**src/rtl/pipemem_ctrl.sv**
```systemverilog
// rtl/pipemem_ctrl.sv - MEM-stage controller: req/ack data-memory port, stall and bubble insertion
module pipemem_ctrl #(
  parameter int          TIMEOUT  = 255,
  parameter logic [31:0] ERR_DATA = 32'h0000_0000
) (
  input  logic        clock,
  input  logic        resetn,
  input  logic        mwreg,
  input  logic        mm2reg,
  input  logic        mwmem,
  input  logic [31:0] mAlu,
  input  logic [31:0] mb,
  input  logic [31:0] dmem_rdata,
  input  logic        dmem_ack,
  output logic        mwreg_o,
  output logic [31:0] mmo,
  output logic        stall,
  output logic        dmem_req,
  output logic        dmem_we,
  output logic [31:0] dmem_addr,
  output logic [31:0] dmem_wdata,
  output logic        mem_err
);

  typedef enum logic [1:0] {
    IDLE = 2'd0,
    BUSY = 2'd1,
    DONE = 2'd2
  } state_t;

  // Last BUSY count value before the access is abandoned.
  localparam logic [7:0] CNT_LAST = 8'(TIMEOUT - 1);

  state_t      state_q, state_d;
  logic        req_q, req_d;
  logic        we_q, we_d;
  logic [31:0] addr_q, addr_d;
  logic [31:0] wdata_q, wdata_d;
  logic [31:0] mmo_q, mmo_d;
  logic        err_q, err_d;
  logic [7:0]  cnt_q, cnt_d;
  // Remembers whether the in-flight access is a load, so write-back data and
  // the fault substitution only touch mmo for loads.
  logic        load_q, load_d;
  // Set when a load was abandoned on timeout; suppresses write-back in DONE.
  logic        tofault_q, tofault_d;

  logic access;
  logic misalign;

  assign access   = mm2reg | mwmem;
  assign misalign = access & (mAlu[1:0] != 2'b00);

  assign mmo        = mmo_q;
  assign dmem_req   = req_q;
  assign dmem_we    = we_q;
  assign dmem_addr  = addr_q;
  assign dmem_wdata = wdata_q;
  assign mem_err    = err_q;

  // State register and all registered datapath outputs, asynchronously cleared.
  always_ff @(posedge clock or negedge resetn) begin
    if (!resetn) begin
      state_q   <= IDLE;
      req_q     <= 1'b0;
      we_q      <= 1'b0;
      addr_q    <= 32'h0;
      wdata_q   <= 32'h0;
      mmo_q     <= 32'h0;
      err_q     <= 1'b0;
      cnt_q     <= 8'h0;
      load_q    <= 1'b0;
      tofault_q <= 1'b0;
    end else begin
      state_q   <= state_d;
      req_q     <= req_d;
      we_q      <= we_d;
      addr_q    <= addr_d;
      wdata_q   <= wdata_d;
      mmo_q     <= mmo_d;
      err_q     <= err_d;
      cnt_q     <= cnt_d;
      load_q    <= load_d;
      tofault_q <= tofault_d;
    end
  end

  // Next-state and next-register values; memory port fields stay stable while BUSY.
  always_comb begin
    state_d   = state_q;
    req_d     = req_q;
    we_d      = we_q;
    addr_d    = addr_q;
    wdata_d   = wdata_q;
    mmo_d     = mmo_q;
    err_d     = 1'b0;
    cnt_d     = cnt_q;
    load_d    = load_q;
    tofault_d = tofault_q;

    unique case (state_q)
      IDLE: begin
        if (misalign) begin
          // Fault without touching memory; the pipeline keeps moving.
          err_d = 1'b1;
          if (mm2reg) begin
            mmo_d = ERR_DATA;
          end
        end else if (access) begin
          // Load+store together is treated as a load.
          state_d   = BUSY;
          req_d     = 1'b1;
          we_d      = mwmem & ~mm2reg;
          addr_d    = {mAlu[31:2], 2'b00};
          wdata_d   = mb;
          cnt_d     = 8'h0;
          load_d    = mm2reg;
          tofault_d = 1'b0;
        end
      end

      BUSY: begin
        if (dmem_ack) begin
          // An ack on the final count still completes normally.
          req_d   = 1'b0;
          state_d = DONE;
          if (load_q) begin
            mmo_d = dmem_rdata;
          end
        end else if (cnt_q == CNT_LAST) begin
          req_d     = 1'b0;
          err_d     = 1'b1;
          state_d   = DONE;
          tofault_d = load_q;
          if (load_q) begin
            mmo_d = ERR_DATA;
          end
        end else begin
          cnt_d = cnt_q + 8'd1;
        end
      end

      DONE: begin
        // The pipeline advances on this edge, so IDLE always sees a new instruction.
        state_d   = IDLE;
        tofault_d = 1'b0;
      end

      default: begin
        state_d = IDLE;
        req_d   = 1'b0;
      end
    endcase
  end

  // Stall and MEM/WB write-enable; every stall cycle is a bubble.
  always_comb begin
    stall   = 1'b0;
    mwreg_o = 1'b0;
    unique case (state_q)
      IDLE: begin
        if (misalign) begin
          stall   = 1'b0;
          mwreg_o = 1'b0;
        end else if (access) begin
          stall   = 1'b1;
          mwreg_o = 1'b0;
        end else begin
          mwreg_o = mwreg;
        end
      end
      BUSY: begin
        stall   = 1'b1;
        mwreg_o = 1'b0;
      end
      DONE: begin
        stall   = 1'b0;
        mwreg_o = mwreg & ~tofault_q;
      end
      default: begin
        stall   = 1'b0;
        mwreg_o = 1'b0;
      end
    endcase
  end

endmodule

```
**config.mk**
```make
export PLATFORM = sky130hd
export DESIGN_NAME = pipemem_ctrl
export DESIGN_NICKNAME = d
export VERILOG_FILES = /design/src/rtl/pipemem_ctrl.sv
export SDC_FILE = /design/constraint.sdc
export NUM_CORES = 1
export LEC_CHECK = 0
export ABC_AREA = 1
export CAP_MARGIN = 20
export CORE_MARGIN = 3
export CORE_UTILIZATION = 43
export CTS_CLUSTER_DIAMETER = 100
export CTS_CLUSTER_SIZE = 14
export DETAILED_ROUTE_END_ITERATION = 10
export PLACE_DENSITY = 0.84
export SYNTH_ARGS = -nofsm -noshare
export SYNTH_HDL_FRONTEND = slang
export SYNTH_SLANG_ARGS = --single-unit
```
**constraint.sdc**
```tcl
create_clock -name clock -period 2 [get_ports clock]
set_input_delay 0.4 -clock clock [delete_from_list [all_inputs] [get_ports clock]]
set_output_delay 0.4 -clock clock [all_outputs]
set_load 0.02 [all_outputs]
```
## Word-level counts from Yosys, hierarchy flattened

Cells that the tools add are included.

- Flip-flop bits (word level): 109
- Output and inout bits: 101
- Logic and storage cells: 78

- Add/sub/neg operators: 1
- Equality and inequality tests: 12
- Mux-type cells: 37
- Bitwise operators: 8
- Reduce and logical (&&, ||, !) cells: 10

Operator list:

| kind | number |
|---|---|
| $mux W32 | 6 |
| $pmux W32 S2 | 1 |
| $mux W8 | 4 |
| $ne A2 B2 Y1 const B | 8 |
| $pmux W8 S2 | 1 |
| $mux W1 | 15 |
| $reduce_and A5 Y1 | 3 |
| $add A8 B1 Y8 const B | 1 |
| $eq A8 B8 Y1 const B | 1 |
| $mux W2 | 4 |
| $pmux W1 S2 | 3 |
| $pmux W1 S3 | 2 |
| $reduce_and A3 Y1 | 2 |
| $not A1 Y1 | 4 |
| $pmux W2 S2 | 1 |
| $reduce_and A4 Y1 | 1 |
| $reduce_bool A2 Y1 | 2 |
| $and A1 B1 Y1 | 3 |
| $ne A3 B3 Y1 const B | 1 |
| $reduce_bool A3 Y1 | 1 |
| $eq A2 B1 Y1 const B | 1 |
| $eq A2 B2 Y1 const B | 1 |
| $logic_not A2 Y1 | 1 |
| $or A1 B1 Y1 | 1 |

## Longest topological paths before layout

- Depth in word-level cells: 4
- Depth in mapped cells: 10
- Gate-level depth less buffers: 9

## Worst setup path after synthesis

Ideal clock, no wire load.

- Kind: input to output
- Start: input port mAlu[1]
- End: output port stall
- Data arrival time: 1.289 ns
- Required time: 1.600 ns
- Setup slack: 0.311 ns
- Cell stages on the path: 7
- Path buffers: 2
- Cells stage by stage: nor2_1 nand2_2 nor2_4 inv_2 buf_6 buf_6 nand2_1

- Longest elaborated chain between the ends: 4

RTL lines:

| what | RTL line | RTL |
|---|---|---|
| from (decl) | 11 | `input logic [31:0] mAlu,` |
| $reduce_bool A2 Y1 | 52 | `assign misalign = access & (mAlu[1:0] != 2'b00);` |
| $and A1 B1 Y1 | 52 |  |
| $mux W1 | 162 | `if (misalign) begin` |
| $pmux W1 S2 | 160 | `unique case (state_q)` |
| to (decl) | 17 | `output logic stall,` |

Every way passes these cells.

## Worst setup path in the final report

- Start: input port mAlu[0]
- End: output port stall

The elaborated chain is that of the path after synthesis.

==> metrics <==
CP Launch Type=input port; dpl ws=-417 ps; largest area contributor in the netlist=dfrtp_1; R2R Setup Slk=150 ps; synthesis-stage register bit count=109; CP Cell Sequence=clkdlybuf4s50_1 -> nor2_2 -> buf_4 -> nand2_2 -> nor2_4 -> inv_2 -> nand2_2 -> buf_6; Die Y=113 um; Synth Cell Area=0.00490 mm^2; CTS HTree Levels=3; # diodes=0; GR met3 Demand/Resource=0.0733; Critical Path Max Stage Delay=420 ps; Max clock buf depth=2; Synth Area in Simple Gates=0.348; Setup CP Type=input port to primary output; Yosys cell types=30; cell internal pwr=4.91 mW; cell family with most CP delay=buffers and inverters; GR Layer Usage met2=0.384; critical path fanouts, max=2; Mapped Cells=592; commonest non-fill, non-tap cell in the layout=nand2_1; Ys Warns=0; number of instances in the placed design=910; row count=38; RSZ-0062 raised after global routing=false; Max Clk Rate=0.521 GHz; Critical Path Most Common Cell=nand2_2; Synth Area in Adders=0.00511; Reg power frac=0.399; setup_tns=0 ps; DRC Markers=0; crit path from=mAlu[0]; busiest grt layer=met2; critical path depth=8; relative slew slack=0.571; P_sw=2.39 mW; Worst Path Buf+Inv=4; Required @ worst endpoint=1600 ps; crit end category=primary output; antenna-violating nets left=0; layout cell share with drive strength beyond 1=0.0673; sw frac=0.327; worst slew pin tran=643 ps; crit path DAT=1520 ps; mux contribution to synthesized area=0; final wirelength=13.9 mm; Period minus WS final=1920 ps; Reg clk slew, reported paths=70 ps; die width=113 um; R2R depth=9; CTS Sinks=109; syn_area_per_cell=8.27 um^2; Hold WC Path Type=register to register; Critical R2R Capture=mmo[17]$_DFFE_PN0P_; period utilization=0.959; Layout Nets=886; drt pass-1 iters=5; post-synthesis compound-gate area fraction=0.0217; status=finished clean; Via Count=4589; post-synthesis sequential area ratio=0.557; average wire per standard cell=15.0 um; synth top area cells=dfrtp_1 56%, nand2_1 24%, nand4_1 4.1%; Comb pwr share=0.332; final worst slack=81.4 ps; Num CTS Buffers=9; clock skew after layout=8.48 ps; maximum vdd drop=0.000530 V; Worst Hold Path Cells=2; number of global-route vias before repair=4724; slowest CP cell=clkdlybuf4s50_1; max-slew violations=0; global-route wire length before repair=22.6 mm; clk_lat worst skew=340 ps; CTS tree=yes; CTS root buf=clkbuf_16; GR Layer Usage met1=0.258; number of DRC markers in iteration 0=296; initial antenna violation count=0; Area Overhead vs Synth=49.2%; # setup viols final=0; Remaining Overflow, GRT=0; largest net degree at the start of global routing=68; Final Hold Fails=0; starting density of the core=0.446; fin cells=927; I/O pin count=203; PwrDens=999 mW/mm^2; maxcap violations=0; clock share of power=0.268; Buffers on Ports=200; core footprint=0.0110 mm^2; setup bufs post-CTS=0; DP Wirelength=9.95 mm; vias per cell=4.95; RD Place Congestion=0.818; gr usage total=0.218; Pleak=3.54 nW; Synth top area share=0.557; largest family of logic cells by synthesized area=simple AND/OR/NAND/NOR gates; most frequent cells in the layout=310 x nand2_1, 197 x clkdlybuf4s50_1, 109 x dfrtp_1, 39 x nor2_1, 32 x nand4_1; r2r startpoint=cnt_q[0]$_DFFE_PN0P_; die footprint=0.0127 mm^2; Critical Path End=stall; post-synthesis xor/xnor area fraction=0.00179; total power=7.30 mW
==> per-layer routing <==
metal / routed length [um] / share of wire
met5: 0 / 0
met4: 94 / 0.0068
met1: 5520 / 0.40
met3: 1270 / 0.091
met2: 7030 / 0.51
==> power by group through the flow <==
| stage | registers, mW | logic [mW] | clock network, mW |
|---|---|---|---|
| 6_report | 2.92 | 2.43 | 1.96 |
| 5_1_grt | 2.97 | 2.61 | 2.10 |
| 4_1_cts | 2.91 | 2.45 | 1.99 |
| 3_5_place_dp | 2.93 | 2.44 | 0 |
| 3_3_place_gp | 2.92 | 2.37 | 0 |
| 2_1_floorplan | 3.40 | 0.675 | 0 |
==> through the flow <==
step,hold WS (ps),util,area [um^2]
after CTS,475,0.664,7290
after global placement,318,0.633,6950
after floorplan,104,-,4900
after global routing,495,0.665,7310
final,473,0.665,7310
after detailed placement,321,0.633,6950
==> final cells by class <==
| cell class | count | area [um^2] |
|---|---|---|
| fillers | 860 | 3680 |
| flip-flops and latches | 109 | 2730 |
| repair buffers | 214 | 2150 |
| multi-input cells | 433 | 1870 |
| clock buffers | 11 | 253 |
| well taps | 140 | 175 |
| clock inverters | 5 | 81.3 |
| inverters | 15 | 56.3 |
==> sequential cells by signal (all words and copies together) (netlist names) <==
| name | cells |
|---|---|
| dmem_addr | 30 |
| state_q | 2 |
| mem_err | 1 |
| mmo | 32 |
| dmem_wdata | 32 |
| dmem_we | 1 |
| cnt_q | 8 |
| load_q | 1 |
| tofault_q | 1 |
| dmem_req | 1 |
==> worst min path at each step <==
stage	startpoint	endpoint	slack, ps
after global routing	dmem_wdata[24]$_DFFE_PN0P_	dmem_wdata[24]$_DFFE_PN0P_	500
final	dmem_wdata[24]$_DFFE_PN0P_	dmem_wdata[24]$_DFFE_PN0P_	470
after floorplan	resetn	cnt_q[0]$_DFFE_PN0P_	100
after detailed placement	resetn	mmo[27]$_DFFE_PN0P_	320
after CTS	mmo[3]$_DFFE_PN0P_	mmo[3]$_DFFE_PN0P_	470
after global placement	resetn	mmo[27]$_DFFE_PN0P_	320
==> timing repair <==
action	4_1_cts	5_1_grt
resized for setup	8	6
setup endpoints to repair	9	4
hold endpoints to repair	22	0
hold buffers	1	0
gates cloned	0	0
pin swaps	0	1
==> worst reg2reg max path: stages (launching register included) <==
cell	delay, ps
dfrtp_1	440
inv_1	80
ha_1	150
inv_1	50
nor2_2	160
nand2_2	130
nand2_4	130
nand3_4	320
nand2_1	210
nand2_1	80
==> Yosys cell counts, drive strengths merged <==
master / n
o21ai: 11
o21bai: 2
clkbuf: 3
ha: 2
dfrtp: 109
a21oi: 4
inv: 15
buf: 33
and3: 1
conb: 1
nand3: 11
nand4: 32
xnor2: 1
o22ai: 2
nand3b: 2
nor2: 44
nand2: 319
==> logic make-up (layout without fill, tap and decap cells) <==
group	count (synthesis)	in the layout
other cells	1	2
flops	109	109
xor+xnor	1	1
buf+inv	51	245
fa+ha+maj	2	2
compound gates	19	19
simple gates	409	409
Note: power is estimated with default switching activity, not from simulation.
